## config.mk

```make
export PLATFORM = sky130hd
export DESIGN_NAME = fifo_burst_reader
export DESIGN_NICKNAME = d
export VERILOG_FILES = /design/src/rtl/fifo_burst_reader_pkg.sv /design/src/rtl/fifo_burst_reader_flush_timer.sv /design/src/rtl/fifo_burst_reader.sv
export SDC_FILE = /design/constraint.sdc
export NUM_CORES = 1
export LEC_CHECK = 0
export CAP_MARGIN = 5
export CORE_ASPECT_RATIO = 1.5
export CORE_MARGIN = 5
export CORE_UTILIZATION = 35
export CTS_BUF_LIST = sky130_fd_sc_hd__clkbuf_4 sky130_fd_sc_hd__clkbuf_8
export CTS_CLUSTER_SIZE = 25
export DETAILED_ROUTE_END_ITERATION = 6
export HOLD_SLACK_MARGIN = 0.06
export SLEW_MARGIN = 20
export SYNTH_ARGS = -nofsm -noshare
export SYNTH_HDL_FRONTEND = slang
export SYNTH_SLANG_ARGS = --single-unit
```

## constraint.sdc

```tcl
create_clock -name clock -period 2.6 [get_ports clock]
set_clock_uncertainty 0.2 [all_clocks]
set_input_delay 0.52 -clock clock [delete_from_list [all_inputs] [get_ports clock]]
set_output_delay 0.52 -clock clock [all_outputs]
set_load 0.03 [all_outputs]
```

## src/rtl/fifo_burst_reader_pkg.sv

```systemverilog
// Shared types and helpers for the receiver-side fifo burst drain engine.
package fifo_burst_reader_pkg;

  // Drain engine control states.
  typedef enum logic [0:0] {
    IDLE  = 1'b0,
    BURST = 1'b1
  } state_t;

  // Number of bits needed to hold every value in 0..max_value (at least one bit).
  function automatic int count_width(input int max_value);
    if (max_value < 1) begin
      return 1;
    end else begin
      return $clog2(max_value + 1);
    end
  endfunction

endpackage

```

## src/rtl/fifo_burst_reader_flush_timer.sv

```systemverilog
// Idle timer that flags when a partial burst has lingered long enough to be flushed.
// With FLUSH_TIMEOUT == 0 the timer does not exist and never expires.
module flush_timer
  import fifo_burst_reader_pkg::*;
#(
  parameter int FLUSH_TIMEOUT = 16
) (
  input  logic clock,
  input  logic reset,
  input  logic enable,
  input  logic clear,
  output logic expired
);

  if (FLUSH_TIMEOUT == 0) begin : g_disabled
    logic unused_inputs_s;
    assign unused_inputs_s = clock ^ reset ^ enable ^ clear;
    assign expired = 1'b0;
  end else begin : g_enabled
    localparam int TW = count_width(FLUSH_TIMEOUT);
    localparam logic [TW-1:0] LAST_COUNT = TW'(FLUSH_TIMEOUT - 1);

    logic [TW-1:0] timer_r;

    // Count qualifying idle cycles; the count parks at its last value so it cannot wrap.
    always_ff @(posedge clock) begin
      if (reset) begin
        timer_r <= '0;
      end else if (clear) begin
        timer_r <= '0;
      end else if (enable && (timer_r != LAST_COUNT)) begin
        timer_r <= timer_r + {{(TW-1){1'b0}}, 1'b1};
      end else begin
        timer_r <= timer_r;
      end
    end

    assign expired = (timer_r == LAST_COUNT);
  end

endmodule

```

## src/rtl/fifo_burst_reader.sv

```systemverilog
// Receiver-domain drain engine: pops the dual-clock fifo in bursts through its
// first-word-fall-through acknowledge port and re-times the words onto a
// registered valid/ready stream carrying first/last burst framing.
module fifo_burst_reader
  import fifo_burst_reader_pkg::*;
#(
  parameter int DATA_WIDTH    = 8,
  parameter int POINTER_WIDTH = 4,
  parameter int BURST_LENGTH  = 4,
  parameter int FLUSH_TIMEOUT = 16
) (
  input  logic                     clock,
  input  logic                     reset,
  input  logic [POINTER_WIDTH-1:0] fifo_used,
  output logic                     fifo_acknowledge,
  input  logic [DATA_WIDTH-1:0]    fifo_data,
  output logic                     stream_valid,
  input  logic                     stream_ready,
  output logic [DATA_WIDTH-1:0]    stream_data,
  output logic                     stream_first,
  output logic                     stream_last
);

  // A partial burst is always shorter than a full one, so this width covers both.
  localparam int CW = count_width(BURST_LENGTH);
  localparam logic [CW-1:0]            FULL_SIZE = CW'(BURST_LENGTH);
  localparam logic [CW-1:0]            ONE       = CW'(1);
  localparam logic [POINTER_WIDTH-1:0] FULL_USED = POINTER_WIDTH'(BURST_LENGTH);

  if ((BURST_LENGTH < 1) || (BURST_LENGTH > ((2 ** POINTER_WIDTH) - 1))) begin : g_bad_burst_length
    $error("fifo_burst_reader: BURST_LENGTH must lie in 1 .. 2**POINTER_WIDTH-1");
  end

  state_t        state_r;
  logic [CW-1:0] remaining_r;
  logic [CW-1:0] size_r;

  logic occupied_s;
  logic above_threshold_s;
  logic start_full_s;
  logic start_flush_s;
  logic load_s;
  logic timer_enable_s;
  logic timer_clear_s;
  logic timer_expired_s;

  // Burst start conditions, the pop/load strobe and timer control.
  always_comb begin
    occupied_s        = (fifo_used != '0);
    above_threshold_s = (fifo_used >= FULL_USED);
    start_full_s      = (state_r == IDLE) && above_threshold_s;
    start_flush_s     = (state_r == IDLE) && !above_threshold_s && timer_expired_s && occupied_s;
    // The occupancy guard keeps the fifo safe even if another consumer ever appears.
    load_s            = !reset && (state_r == BURST) && occupied_s && (!stream_valid || stream_ready);
    timer_enable_s    = (state_r == IDLE) && occupied_s && !above_threshold_s;
    timer_clear_s     = !occupied_s || start_full_s || start_flush_s;
  end

  assign fifo_acknowledge = load_s;

  flush_timer #(
    .FLUSH_TIMEOUT(FLUSH_TIMEOUT)
  ) u_flush_timer (
    .clock  (clock),
    .reset  (reset),
    .enable (timer_enable_s),
    .clear  (timer_clear_s),
    .expired(timer_expired_s)
  );

  // Burst sequencing: pick the burst size at start and count words down as they are popped.
  always_ff @(posedge clock) begin
    if (reset) begin
      state_r     <= IDLE;
      remaining_r <= '0;
      size_r      <= '0;
    end else begin
      case (state_r)
        IDLE: begin
          if (start_full_s) begin
            state_r     <= BURST;
            remaining_r <= FULL_SIZE;
            size_r      <= FULL_SIZE;
          end else if (start_flush_s) begin
            state_r     <= BURST;
            remaining_r <= fifo_used[CW-1:0];
            size_r      <= fifo_used[CW-1:0];
          end else begin
            state_r     <= IDLE;
          end
        end
        BURST: begin
          if (load_s) begin
            remaining_r <= remaining_r - ONE;
            if (remaining_r == ONE) begin
              state_r <= IDLE;
            end else begin
              state_r <= BURST;
            end
          end else begin
            state_r <= BURST;
          end
        end
        default: begin
          state_r     <= IDLE;
          remaining_r <= '0;
          size_r      <= '0;
        end
      endcase
    end
  end

  // Output stage: capture the popped word with its framing, hold it under backpressure.
  always_ff @(posedge clock) begin
    if (reset) begin
      stream_valid <= 1'b0;
      stream_data  <= '0;
      stream_first <= 1'b0;
      stream_last  <= 1'b0;
    end else if (load_s) begin
      stream_valid <= 1'b1;
      stream_data  <= fifo_data;
      stream_first <= (remaining_r == size_r);
      stream_last  <= (remaining_r == ONE);
    end else if (stream_valid && stream_ready) begin
      stream_valid <= 1'b0;
    end else begin
      stream_valid <= stream_valid;
    end
  end

endmodule

```

; Word level (Yosys, flattened, before mapping)
; Cells that the tools add are included.
; Widths: inputs -> output; s select.
[op_classes]
n_mux = 11
reduce_logical = 24
bitwise_logic = 1
eq_ne = 6
n_addsub = 2
magnitude_cmp = 1
[op_table]
columns = cell, n
row1 = $logic_and 1x1->1, 11
row2 = $mux 3, 3
row3 = $mux 1, 6
row4 = $pmux 3 s2, 1
row5 = $add 5x1->5 const B, 1
row6 = $eq 5x4->1 const B, 1
row7 = $ne 5x4->1 const B, 1
row8 = $ge 4x3->1 const B, 1
row9 = $logic_not 1->1, 4
row10 = $reduce_and 2->1, 2
row11 = $reduce_bool 2->1, 2
row12 = $reduce_bool 4->1, 1
row13 = $eq 3x1->1 const B, 1
row14 = $eq 3x3->1, 1
row15 = $logic_or 1x1->1, 3
row16 = $ne 3x3->1 const B, 1
row17 = $sub 3x1->3 const B, 1
row18 = $ne 2x2->1 const B, 1
row19 = $pmux 1 s2, 1
row20 = $reduce_or 2->1, 1
row21 = $not 1->1, 1
[word_totals]
input_bits = 15
word_cells = 53
register_bits = 23
out_inout_bits = 12

; Logic depth before layout (Yosys ltp)
[logic_depth]
depth_word = 8
ltp_mapped = 7
mapped_depth_nobuf = 7

; Modules after synthesis
; Synthesis repeated with hierarchy kept, for this count alone.
[unflattened]
hier_cells = 133
hier_area_um2 = 1183.6
[modules_own_cells]
columns = mod, area_per_inst_um2, cells_each, seq_area_each_um2, n_inst
row1 = fifo_burst_reader, 942.2, 107, 360.3, 1
row2 = flush_timer, 241.5, 26, 100.1, 1

; Worst setup path before layout
; Ideal clock, no wire load.
[synth_timing]
path_type = input -> output
from = input port fifo_used[3]
to = output port fifo_acknowledge
slack_ps = 645
n_path_buf = 1
stages = 3
required_ps = 1880
arrival_time_ps = 1235
path_cell_list = o41ai_2 nor3_2 buf_4
[synth_between]
elab_chain_cells = 3
[synth_lines]
columns = item, line_no
row1 = from (decl), fifo_burst_reader.sv:14  ; input logic [POINTER_WIDTH-1:0] fifo_used,
row2 = $reduce_bool 4->1, fifo_burst_reader.sv:49  ; occupied_s = (fifo_used != '0);
row3 = $logic_and 1x1->1 (2 in a row), fifo_burst_reader.sv:54  ; load_s = !reset && (state_r == BURST) && occupied_s && (!stream_valid || stream_ready);
row4 = to (decl), fifo_burst_reader.sv:15  ; output logic fifo_acknowledge,
; No other way between the ends.

; Worst setup path in the final report
; Ends and elaborated chain as after synthesis.

==> metrics.txt <==
CP Class=input port to output port; Worst-path clk slew=0.08 ns; vias per cell=5.03; most frequent cells in the layout=clkdlybuf4s50_1 (25), dfxtp_1 (23), nor2_1 (21); Synth Register Bits=23; drt wl/cell=12.4 um; Syn. warnings=0; min cycle time layout=2.42 ns; CTS tree=yes; syn_nets=133; routed wire length=2280 um; worst-margin pin slew=0.601 ns; FFs w/ async S/R, synth=0%; Gates resized, CTS repair=0; Boundary Pins=27; Final Core Density=46.9%; relative slew slack=59.5%; crit path buf inv count=2; fraction of layout cells with a size suffix above 1=12.5%; post-synthesis sequential area ratio=42.1%; WP data arrival=1.70 ns; setup repair bufs after CTS=0; core area=0.00310 sq mm; CTS Buf Count=3; total grt overflow=0; outcome=finished, final reports clean; chip height=78.5 um; Setup TNS=0 ns; Clock Tree Root=clkbuf_8; CP max stage delay=0.47 ns; Syn Std Cell Area=0.00109 sq mm; CTS Sinks=23; Max-cap violations=0; # rows=25; Longest Clk Path Bufs=2; placed cells=180; dpl cell area=0.00141 sq mm; non-filler cells, final=184; dominant synthesized flop cell=dfxtp_1; ANT cells=0; Peak VDD IR=0.000311 V; All-Layer GR Usage=11.0%; Hold WC Path Type=flip-flop to flip-flop; Clk Latency, worst-skew pair=0.26 ns; initial antenna violation count=0; Setup crit start kind=input port; Fin. Hold Viols=0; Final Max Slew Viols=0; fin crit share=92.9%; Syn Area/Cell=9.59 sq um; largest net degree at the start of global routing=20; count of cell types in the netlist=38; Setup Viol. Count Final=0; Residual DRC=0; Leak=0.507 nW; global-route wire length before repair=3880 um; Port Buf Inserts=26; Syn-to-layout area delta=33.0%; DR pass1 iterations=2; fin area=0.00145 sq mm; Worst Path Required=1.88 ns; fin nets=164; pwr dens=519 mW/mm^2; Critical Path Fanout Max=4; crit end category=output port; initial cell density of the core=35.3%; crit path cell chain=clkdlybuf4s50_1 -> o41ai_2 -> nor3_2 -> buf_4; Die Area=0.00437 sq mm; HPWL after DPL=1760 um; htree depth=1; die width=55.6 um; Top Family by Delay on Critical Path=buffers and inverters; slowest stage cell, crit path=clkdlybuf4s50_1; routability cong.=0.877; number of flops mapped to enable cells by yosys=0; DRT iter0 DRCs=9; # hold bufs at CTS=0; Post-Syn Instances=114; Power Total=0.754 mW; RSZ-0062 raised after global routing=false; commonest non-fill, non-tap cell in the layout=clkdlybuf4s50_1; vias in the first global route=957; Final ANT Viol Nets=0; Via Count=926; f_max=414 MHz
worst paths after layout:
path	startpoint	to	slack, ns	cells after the start
setup reg to reg	u_flush_timer.g_enabled.timer_r[0]$_SDFFE_PP0P_	remaining_r[0]$_SDFFE_PP0P_	0.48	7
setup / recovery	fifo_used[3]	fifo_acknowledge	0.18	4
hold / removal	stream_last$_SDFFE_PP0P_	stream_last$_SDFFE_PP0P_	0.28	2
hold reg to reg	stream_last$_SDFFE_PP0P_	stream_last$_SDFFE_PP0P_	0.28	2
cell usage after synthesis, types with 2 or more instances:
| library cell | number | area (sq um) |
|---|---|---|
| xnor2_1 | 6 | 52.6 |
| clkbuf_1 | 2 | 7.51 |
| nand2b_1 | 3 | 18.8 |
| o21ai_0 | 2 | 10.0 |
| nor2_1 | 21 | 78.8 |
| mux2i_1 | 11 | 110 |
| dfxtp_1 | 23 | 460 |
| a31oi_1 | 2 | 12.5 |
| a211oi_1 | 2 | 15.0 |
| ha_1 | 4 | 50.1 |
| a21oi_1 | 5 | 25.0 |
| nand2_1 | 2 | 7.51 |
| inv_1 | 4 | 15.0 |
| nor3_1 | 3 | 15.0 |
layout make-up:
cell class	instances	area [sq um]
Fill cell	301	1640
Multi-Input combinational cell	83	592
Sequential cell	23	460
Timing Repair Buffer	30	288
Tap cell	40	50.0
Clock buffer	4	48.8
Inverter	4	15.0
layer usage:
metal / wire length [um] / global-route usage [%] / part of all wire [%]
met1: 1030 / 12.0 / 45
met2: 1110 / 19.4 / 49
met3: 109 / 2.96 / 4.8
met4: 36 / 5.11 / 1.6
met5: 0 / 0 / 0
sequential cells by signal (all words and copies together), names as in the netlist:
name	count
stream_data	8
u_flush_timer.g_enabled.timer_r	5
remaining_r	3
size_r	3
state_r	1
stream_first	1
stream_last	1
stream_valid	1
power by group:
group,total (mW),switching (mW),internal (mW)
Combinational,0.144,0.0710,0.0727
Sequential,0.383,0.0138,0.369
Clock,0.228,0.108,0.120
Total,0.754,0.193,0.561
worst min-delay path: cells and delay by family (launching register included):
family	cells	cell delay (ns)
flops	1	0.32
simple gates	1	0.06
compound gates	1	0.06
stage by stage:
stage	setup slack, ns	hold slack (ns)
floorplan	0.645	0.276
global placement	0.170	0.263
detailed placement	0.173	0.276
CTS	0.166	0.289
global route	0.0949	0.299
finish	0.184	0.282
logic make-up after synthesis:
logic type                 after synthesis  share of synthesized area [%]
adders and majority gates                4                           4.58
AOI/OAI and AO/OA                       20                           12.9
muxes                                   11                           10.1
DFF                                     23                           42.1
xor gates and xnor gates                 6                           4.81
and+or+nand+nor                         42                           21.7
buffers and inverters                    8                           3.78
Note: power is estimated with default switching activity, not from simulation.
